## config.mk

```make
export PLATFORM = sky130hd
export DESIGN_NAME = fifo_rd_agent_flat
export DESIGN_NICKNAME = d
export VERILOG_FILES = /design/src/rtl/fifo_rd_agent_if.sv /design/src/rtl/fifo_rd_agent.sv /design/src/flat_wrapper.sv
export SDC_FILE = /design/constraint.sdc
export NUM_CORES = 1
export LEC_CHECK = 0
export CELL_PAD_IN_SITES_DETAIL_PLACEMENT = 1
export CELL_PAD_IN_SITES_GLOBAL_PLACEMENT = 1
export CORE_AREA = 2 2 96 98
export DETAILED_ROUTE_END_ITERATION = 16
export DIE_AREA = 0 0 98 100
export PLACE_DENSITY_LB_ADDON = 0.25
export SYNTH_ARGS = -nofsm -noshare
export SYNTH_HDL_FRONTEND = slang
export SYNTH_SLANG_ARGS = --single-unit
```

## constraint.sdc

```tcl
create_clock -name clk -period 2.2 [get_ports clk]
set_input_delay 0.44 -clock clk [delete_from_list [all_inputs] [get_ports clk]]
set_output_delay 0.44 -clock clk [all_outputs]
set_load 0.02 [all_outputs]
```

## src/rtl/fifo_rd_agent_if.sv

```systemverilog
// rtl/fifo_rd_agent_if.sv - downstream word stream between the FIFO read agent and its consumer
interface fifo_rd_agent_if #(
  parameter int WIDTH   = 32,
  parameter int ERRDATA = 6
);
  logic               m_valid;
  logic               m_ready;
  logic [WIDTH-1:0]   m_data;
  logic               m_peek;
  logic               m_corrected;
  logic [ERRDATA-1:0] m_err_idx;

  modport master (
    output m_valid,
    output m_data,
    output m_peek,
    output m_corrected,
    output m_err_idx,
    input  m_ready
  );

  modport slave (
    input  m_valid,
    input  m_data,
    input  m_peek,
    input  m_corrected,
    input  m_err_idx,
    output m_ready
  );
endinterface

```

## src/rtl/fifo_rd_agent.sv

```systemverilog
// rtl/fifo_rd_agent.sv - read-side agent for the ECC-protected sync FIFO
// Saturating error statistics are built only when FIFO_RD_ERR_STAT_EN is defined.
module fifo_rd_agent #(
  parameter int WIDTH   = 32,
  parameter int ERRDATA = 6,
  parameter int ERRPTR  = 4,
  parameter int RD_LAT  = 2,
  parameter int CNT_W   = 16
) (
  input  logic               clk,
  input  logic               rst,
  input  logic               pop_req,
  input  logic               peek_req,
  input  logic [2:0]         fifo_status,
  input  logic [WIDTH-1:0]   fifo_out_reg,
  input  logic [ERRDATA-1:0] data_err_idx_reg,
  input  logic [ERRPTR-1:0]  rd_ptr_err_idx_reg,
  input  logic [ERRPTR-1:0]  wr_ptr_err_idx_reg,
  output logic               arbiter_rd_en,
  output logic               arbiter_rd_only,
  output logic               req_ack,
  output logic               busy,
  fifo_rd_agent_if.master    m_if,
  output logic [CNT_W-1:0]   data_err_cnt,
  output logic [CNT_W-1:0]   ptr_err_cnt
);

  localparam logic [1:0] ST_IDLE  = 2'd0;
  localparam logic [1:0] ST_ISSUE = 2'd1;
  localparam logic [1:0] ST_WAIT  = 2'd2;
  localparam logic [1:0] ST_HOLD  = 2'd3;

  localparam logic [2:0] LAT = 3'(RD_LAT);

  logic [1:0]         state_q, state_d;
  logic [2:0]         cnt_q, cnt_d;
  logic               type_peek_q, type_peek_d;
  logic               req_ack_q, req_ack_d;
  logic               rd_en_q, rd_en_d;
  logic               rd_only_q, rd_only_d;
  logic               busy_q, busy_d;
  logic               valid_q, valid_d;
  logic [WIDTH-1:0]   data_q, data_d;
  logic [ERRDATA-1:0] err_idx_q, err_idx_d;
  logic               corrected_q, corrected_d;
  logic               out_peek_q, out_peek_d;
  logic               capture;
  logic               req_any;

  assign req_any = pop_req | peek_req;

  always_comb begin
    state_d     = state_q;
    cnt_d       = cnt_q;
    type_peek_d = type_peek_q;
    req_ack_d   = 1'b0;
    rd_en_d     = 1'b0;
    rd_only_d   = 1'b0;
    valid_d     = valid_q;
    data_d      = data_q;
    err_idx_d   = err_idx_q;
    corrected_d = corrected_q;
    out_peek_d  = out_peek_q;
    capture     = 1'b0;

    case (state_q)
      ST_IDLE: begin
        // Outputs are registered, so ack and read enable are raised on the way into ISSUE.
        if (req_any && (fifo_status != 3'd0)) begin
          state_d     = ST_ISSUE;
          req_ack_d   = 1'b1;
          rd_en_d     = 1'b1;
          rd_only_d   = ~pop_req;
          type_peek_d = ~pop_req;
        end
      end
      ST_ISSUE: begin
        state_d = ST_WAIT;
        cnt_d   = LAT;
      end
      ST_WAIT: begin
        if (cnt_q == 3'd1) begin
          capture     = 1'b1;
          cnt_d       = 3'd0;
          data_d      = fifo_out_reg;
          err_idx_d   = data_err_idx_reg;
          corrected_d = (data_err_idx_reg != '0);
          out_peek_d  = type_peek_q;
          valid_d     = 1'b1;
          state_d     = ST_HOLD;
        end else begin
          cnt_d = cnt_q - 3'd1;
        end
      end
      ST_HOLD: begin
        if (valid_q && m_if.m_ready) begin
          valid_d = 1'b0;
          state_d = ST_IDLE;
        end
      end
      default: begin
        state_d = ST_IDLE;
        valid_d = 1'b0;
      end
    endcase

    busy_d = (state_d != ST_IDLE);
  end

  always_ff @(posedge clk) begin
    if (rst) begin
      state_q     <= ST_IDLE;
      cnt_q       <= 3'd0;
      type_peek_q <= 1'b0;
      req_ack_q   <= 1'b0;
      rd_en_q     <= 1'b0;
      rd_only_q   <= 1'b0;
      busy_q      <= 1'b0;
      valid_q     <= 1'b0;
      data_q      <= '0;
      err_idx_q   <= '0;
      corrected_q <= 1'b0;
      out_peek_q  <= 1'b0;
    end else begin
      state_q     <= state_d;
      cnt_q       <= cnt_d;
      type_peek_q <= type_peek_d;
      req_ack_q   <= req_ack_d;
      rd_en_q     <= rd_en_d;
      rd_only_q   <= rd_only_d;
      busy_q      <= busy_d;
      valid_q     <= valid_d;
      data_q      <= data_d;
      err_idx_q   <= err_idx_d;
      corrected_q <= corrected_d;
      out_peek_q  <= out_peek_d;
    end
  end

  assign arbiter_rd_en    = rd_en_q;
  assign arbiter_rd_only  = rd_only_q;
  assign req_ack          = req_ack_q;
  assign busy             = busy_q;
  assign m_if.m_valid     = valid_q;
  assign m_if.m_data      = data_q;
  assign m_if.m_peek      = out_peek_q;
  assign m_if.m_corrected = corrected_q;
  assign m_if.m_err_idx   = err_idx_q;

`ifdef FIFO_RD_ERR_STAT_EN
  localparam int              SW  = CNT_W + 1;
  localparam logic [CNT_W:0]  SAT = {1'b0, {CNT_W{1'b1}}};

  logic [CNT_W-1:0] dcnt_q, dcnt_d;
  logic [CNT_W-1:0] pcnt_q, pcnt_d;
  logic [1:0]       ptr_inc;
  logic [CNT_W:0]   dsum;
  logic [CNT_W:0]   psum;

  // Sums are one bit wider than the counters so an overflow can be clamped instead of wrapping.
  always_comb begin
    ptr_inc = {1'b0, (rd_ptr_err_idx_reg != '0)} + {1'b0, (wr_ptr_err_idx_reg != '0)};
    dsum    = {1'b0, dcnt_q} + SW'(data_err_idx_reg != '0);
    psum    = {1'b0, pcnt_q} + SW'(ptr_inc);
    dcnt_d  = (dsum > SAT) ? SAT[CNT_W-1:0] : dsum[CNT_W-1:0];
    pcnt_d  = (psum > SAT) ? SAT[CNT_W-1:0] : psum[CNT_W-1:0];
  end

  always_ff @(posedge clk) begin
    if (rst) begin
      dcnt_q <= '0;
      pcnt_q <= '0;
    end else if (capture) begin
      dcnt_q <= dcnt_d;
      pcnt_q <= pcnt_d;
    end
  end

  assign data_err_cnt = dcnt_q;
  assign ptr_err_cnt  = pcnt_q;
`else
  logic unused_stat_inputs;

  assign unused_stat_inputs = ^{rd_ptr_err_idx_reg, wr_ptr_err_idx_reg, capture};
  assign data_err_cnt       = '0;
  assign ptr_err_cnt        = '0;
`endif

endmodule

```

## src/flat_wrapper.sv

```systemverilog
// flat-port wrapper written by rule: the top's interface ports become plain ports
module fifo_rd_agent_flat 
#(
  parameter int WIDTH   = 32,
  parameter int ERRDATA = 6,
  parameter int ERRPTR  = 4,
  parameter int RD_LAT  = 2,
  parameter int CNT_W   = 16
)
  (clk, rst, pop_req, peek_req, fifo_status, fifo_out_reg, data_err_idx_reg, rd_ptr_err_idx_reg, wr_ptr_err_idx_reg, arbiter_rd_en, arbiter_rd_only, req_ack, busy, data_err_cnt, ptr_err_cnt, m_if_m_valid, m_if_m_data, m_if_m_peek, m_if_m_corrected, m_if_m_err_idx, m_if_m_ready);
  fifo_rd_agent_if #(.WIDTH(WIDTH), .ERRDATA(ERRDATA)) m_if_i ();
  input  logic clk;
  input  logic rst;
  input  logic pop_req;
  input  logic peek_req;
  input  logic [2:0] fifo_status;
  input  logic [WIDTH-1:0] fifo_out_reg;
  input  logic [ERRDATA-1:0] data_err_idx_reg;
  input  logic [ERRPTR-1:0] rd_ptr_err_idx_reg;
  input  logic [ERRPTR-1:0] wr_ptr_err_idx_reg;
  output logic arbiter_rd_en;
  output logic arbiter_rd_only;
  output logic req_ack;
  output logic busy;
  output logic [CNT_W-1:0] data_err_cnt;
  output logic [CNT_W-1:0] ptr_err_cnt;
  output wire logic [$bits(m_if_i.m_valid)-1:0] m_if_m_valid;
  output wire logic [$bits(m_if_i.m_data)-1:0] m_if_m_data;
  output wire logic [$bits(m_if_i.m_peek)-1:0] m_if_m_peek;
  output wire logic [$bits(m_if_i.m_corrected)-1:0] m_if_m_corrected;
  output wire logic [$bits(m_if_i.m_err_idx)-1:0] m_if_m_err_idx;
  input wire logic [$bits(m_if_i.m_ready)-1:0] m_if_m_ready;
  assign m_if_m_valid = m_if_i.m_valid;
  assign m_if_m_data = m_if_i.m_data;
  assign m_if_m_peek = m_if_i.m_peek;
  assign m_if_m_corrected = m_if_i.m_corrected;
  assign m_if_m_err_idx = m_if_i.m_err_idx;
  assign m_if_i.m_ready = m_if_m_ready;
  fifo_rd_agent #(.WIDTH(WIDTH), .ERRDATA(ERRDATA), .ERRPTR(ERRPTR), .RD_LAT(RD_LAT), .CNT_W(CNT_W)) u_core (.clk(clk), .rst(rst), .pop_req(pop_req), .peek_req(peek_req), .fifo_status(fifo_status), .fifo_out_reg(fifo_out_reg), .data_err_idx_reg(data_err_idx_reg), .rd_ptr_err_idx_reg(rd_ptr_err_idx_reg), .wr_ptr_err_idx_reg(wr_ptr_err_idx_reg), .arbiter_rd_en(arbiter_rd_en), .arbiter_rd_only(arbiter_rd_only), .req_ack(req_ack), .busy(busy), .m_if(m_if_i), .data_err_cnt(data_err_cnt), .ptr_err_cnt(ptr_err_cnt));
endmodule
```

# --- Word level (Yosys, flattened, before mapping) ---
# Index checks and enable logic that the tools add are counted.
totals:
  reg_bits: 50
  out_inout_bits: 77
  elab_cells: 45
op_classes:
  add_sub_neg: 1
  eq_ne: 6
  n_mux: 10
  n_bitwise: 4
  reduce_logical: 13
ops:
  columns: ["operator", "count"]
  rows:
  - ["$pmux W2 S4", 1]
  - ["$mux W2", 3]
  - ["$pmux W3 S2", 1]
  - ["$reduce_bool A2 Y1", 3]
  - ["$reduce_bool A6 Y1", 1]
  - ["$eq A2 B2 Y1 const B", 2]
  - ["$ne A2 B1 Y1 const B", 2]
  - ["$reduce_and A2 Y1", 2]
  - ["$eq A3 B1 Y1 const B", 1]
  - ["$mux W1", 3]
  - ["$mux W3", 1]
  - ["$not A1 Y1", 3]
  - ["$reduce_and A3 Y1", 1]
  - ["$reduce_bool A3 Y1", 1]
  - ["$reduce_or A3 Y1", 1]
  - ["$sub A3 B1 Y3 const B", 1]
  - ["$eq A2 B1 Y1 const B", 1]
  - ["$logic_and A1 B1 Y1", 2]
  - ["$logic_not A2 Y1", 1]
  - ["$pmux W1 S2", 1]
  - ["$reduce_or A2 Y1", 1]
  - ["$or A1 B1 Y1", 1]

# --- Longest topological paths before layout ---
depth:
  word_depth: 5
  mapped_depth: 8
  mapped_depth_nobuf: 6

# --- Worst setup path before layout ---
# Ideal clock, no wire load.
synth_path:
  path_type: "register to register"
  from: "reg u_core.state_q[0]"
  to: "reg u_core.busy_q (netlist: u_core.busy)"
  setup_ns: 0.123
  arrival_ns: 1.442
  slack_ns: 0.635
  path_stages_with_launch: 9
  synth_period_minus_slack_ns: 1.565
  path_cell_list: "dfxtp_1 inv_1 ha_1 clkbuf_2 and3b_1 clkbuf_1 nor3_1 nor3_1 o32a_2"
synth_via:
  elab_chain_len: 3
synth_rtl:
  columns: ["item", "line_no", "source"]
  rows:
  - ["from (decl)", "fifo_rd_agent.sv:35", "logic [1:0] state_q, state_d;"]
  - ["from (signal assigned)", "fifo_rd_agent.sv:125", "state_q <= state_d;"]
  - ["$eq A2 B2 Y1 (tied with other cells)", "fifo_rd_agent.sv:66", "case (state_q)"]
  - ["$pmux W2 S4 (*)", "fifo_rd_agent.sv:66", null]
  - ["$reduce_bool A2 Y1 (*)", "fifo_rd_agent.sv:107", "busy_d = (state_d != ST_IDLE);"]
  - ["to (signal assigned)", "fifo_rd_agent.sv:131", "busy_q <= busy_d;"]
  - ["to (decl)", "fifo_rd_agent.sv:41", "logic busy_q, busy_d;"]
# Mark *: on every way between the ends. The rest lies on a longest branch, timed or not.
# A chain may end at the register's enable or synchronous reset.

# --- Worst setup path after layout ---
layout_path:
  from: "reg u_core.state_q[0]"
  to: "reg u_core.corrected_q (netlist: u_core.m_if.m_corrected)"
layout_via:
  elab_chain_len: 2
layout_rtl:
  columns: ["item", "line_no", "source"]
  rows:
  - ["$eq A2 B2 Y1", "fifo_rd_agent.sv:66", null]
  - ["$reduce_and A2 Y1 (no line)", null, null]
  - ["to (signal assigned)", "fifo_rd_agent.sv:135", "corrected_q <= corrected_d;"]
  - ["to (decl)", "fifo_rd_agent.sv:45", "logic corrected_q, corrected_d;"]
# Every way passes these cells.

==> results.txt <==
WHS = 0.459 ns
slowest cell on the critical path = dfxtp_1
Fin. Hold Viols = 0
most frequent cells after synthesis = nand2_1 (84), dfxtp_1 (50), a21oi_1 (42)
R2R setup slack = 0.42 ns
Vias/cell = 4.18
met1 WL = 2590 µm
critical-path cell list = inv_1, ha_1, and3b_1, buf_4, nor2_1, a311oi_1
row count = 35
LEAKAGE = 0.00112 µW
Worst Path Required = 2.41 ns
WL final = 5810 µm
Root Buffer = clkbuf_8
crit-path max FO = 17
WL met3 = 383 µm
Pins Over Slew Limit = 0
yosys warns = 0
Top Metal Used = met4
most common cell in the netlist = nand2_1
antenna cells = 0
CTS clk-pin slew, worst paths = 0.09 ns
sequential area share after synthesis = 0.468
largest net degree at the start of global routing = 24
Pwr Density = 691 nW/µm²
grt total ovfl = 0
share of layout cells above drive strength 1 = 0.0508
worst hold-check path type = flip-flop to flip-flop
number of synthesized register bits = 50
core box area = 8890 µm²
endpoints failing setup = 0
WP buf/inv = 2
DR WL/cell = 12.5 µm
DR WL met2 = 2770 µm
die height = 100 µm
asr flop ratio synth = 0
fill count = 1070
final period utilization = 0.808
vias in the first global route = 1953
Setup Fix Bufs, Post-CTS = 0
Iteration-0 DRC Markers = 37
DRC viols = 0
I/O pin count = 131
Die W = 98 µm
Initial Util = 0.240
fmax = 562 MHz
Critical path origin = u_core.state_q[0]$_SDFF_PP0_
worst path arrival time = 1.99 ns
post-CTS sizing = 0
P&R area growth vs syn = 46.0%
CTS Buffer Depth = 2
Worst setup EP type = flip-flop
post-synth cell types = 26
initial antenna violation count = 0
CP Class = flip-flop to flip-flop
final net count = 413
Mapped Cells = 267
post-cts hold buffer count = 0
Post-Syn Area = 2140 µm²
DR pass1 iterations = 4
status = finished, final reports clean
Final Critical Period = 1.78 ns
CTS tree = yes
global-route wire length before repair = 9120 µm
Final GP Congestion = 0.722
vias after detailed routing = 1943
peak supply drop = 0.455 mV
EDFF count, synth = 0
total CTS buffers = 5
H-tree depth = 2
delay-heaviest family, CP = simple AND/OR/NAND/NOR gates
RSZ-0062 raised after global routing = false
HP Start = u_core.type_peek_q$_SDFFE_PP0P_
Clock Skew = 0.00896 ns
top cells by area, synth = dfxtp_1 (47%), nand2_1 (15%), buf_4 (12%)
die area = 9800 µm²
largest area contributor in the netlist = dfxtp_1
HPWL after DPL = 4280 µm
ys flop type = dfxtp_1
Final ANT Viol Nets = 0
total track usage = 0.114
worst reg2reg path startpoint = u_core.state_q[0]$_SDFF_PP0_
Max-Cap Viols = 0
Port Buffers = 90
Synth top area share = 0.468
synthesized area per cell = 8.00 µm²
worst-skew pair later-pin latency = 0.31 ns
clock sinks = 50
Slowest Stage Delay on Critical Path = 0.37 ns
Setup TNS = 0 ns
Setup crit start kind = flip-flop
[state kept, by name, summed over array words and instances (netlist names)]
name	cells
u_core.m_if.m_data	32
u_core.m_if.m_err_idx	6
u_core.m_if.m_valid	1
u_core.arbiter_rd_only	1
u_core.state_q	2
u_core.type_peek_q	1
u_core.cnt_q	3
u_core.m_if.m_corrected	1
u_core.m_if.m_peek	1
u_core.busy	1
u_core.req_ack	1
[per-stage QoR]
stage               std cells  worst slack [ns]  utilization  cell area (µm²)  total power, µW
global route              465             0.169        0.351             3120             2300
global placement          457             0.268        0.340             3020             1590
floorplan                 298             0.635            -             2250             1440
CTS                       465             0.330        0.351             3120             2210
detailed placement        457             0.262        0.340             3020             1600
finish                    465             0.422        0.351             3120             2160
[per-layer routing]
layer	GRT usage	vias to the layer above
li1	-	966
met1	0.143	899
met2	0.194	70
met3	0.0313	8
met4	0.0321	0
met5	0	-
[worst reg2reg max path: stages (launching register included)]
cell and delay [ns]:
dfxtp_1 0.37, inv_1 0.12, ha_1 0.30, and3b_1 0.34, buf_4 0.27, nor2_1 0.06, a311oi_1 0.24
[cell families (layout without fill, tap and decap cells)]
| kind of cell | count (synthesis) | after routing | share of synthesized area |
|---|---|---|---|
| and+or+nand+nor | 103 | 103 | 0.194 |
| buffers and inverters | 54 | 110 | 0.157 |
| other | 1 | 32 | 0.00175 |
| AOI/OAI and AO/OA | 53 | 53 | 0.144 |
| adders and majority gates | 6 | 6 | 0.0351 |
| DFF | 50 | 50 | 0.468 |
[power by group]
part | switching [µW] | internal (µW) | leakage, µW
combinational | 306 | 253 | 0.000662
clock | 323 | 260 | 0.0000514
sequential | 47.3 | 967 | 0.000404
total | 677 | 1480 | 0.00112
[worst paths after layout]
check | to | cells past startpoint
max | u_core.m_if.m_corrected$_SDFFE_PP0P_ | 6
min | u_core.m_if.m_peek$_SDFFE_PP0P_ | 2
max reg2reg | u_core.m_if.m_corrected$_SDFFE_PP0P_ | 6
min reg2reg | u_core.m_if.m_peek$_SDFFE_PP0P_ | 2
[cell type report]
class / instances / area (µm²) / share of cell area
repair buffers: 96 / 941 / 0.302
inverters: 6 / 22.5 / 0.00722
clock buffers: 6 / 82.6 / 0.0265
well taps: 111 / 139 / 0.0445
clock inverters: 2 / 17.5 / 0.00561
multi-input cells: 194 / 917 / 0.294
flip-flops and latches: 50 / 1000 / 0.321
[cell usage in the layout (no fill, tap or decap), drive strengths merged, types with 2 or more instances in the layout]
master         netlist  routed
ha                   6       6
nand2               84      84
buf                 40       7
dfxtp               50      50
nor3                 6       6
clkbuf               8       6
inv                  6       6
nor2                 9       9
clkdlybuf4s50        0      89
o32a                 2       2
conb                 1      32
clkinv               0       2
a21oi               42      42
a311oi               4       4
(Power assumes the default switching activity.)
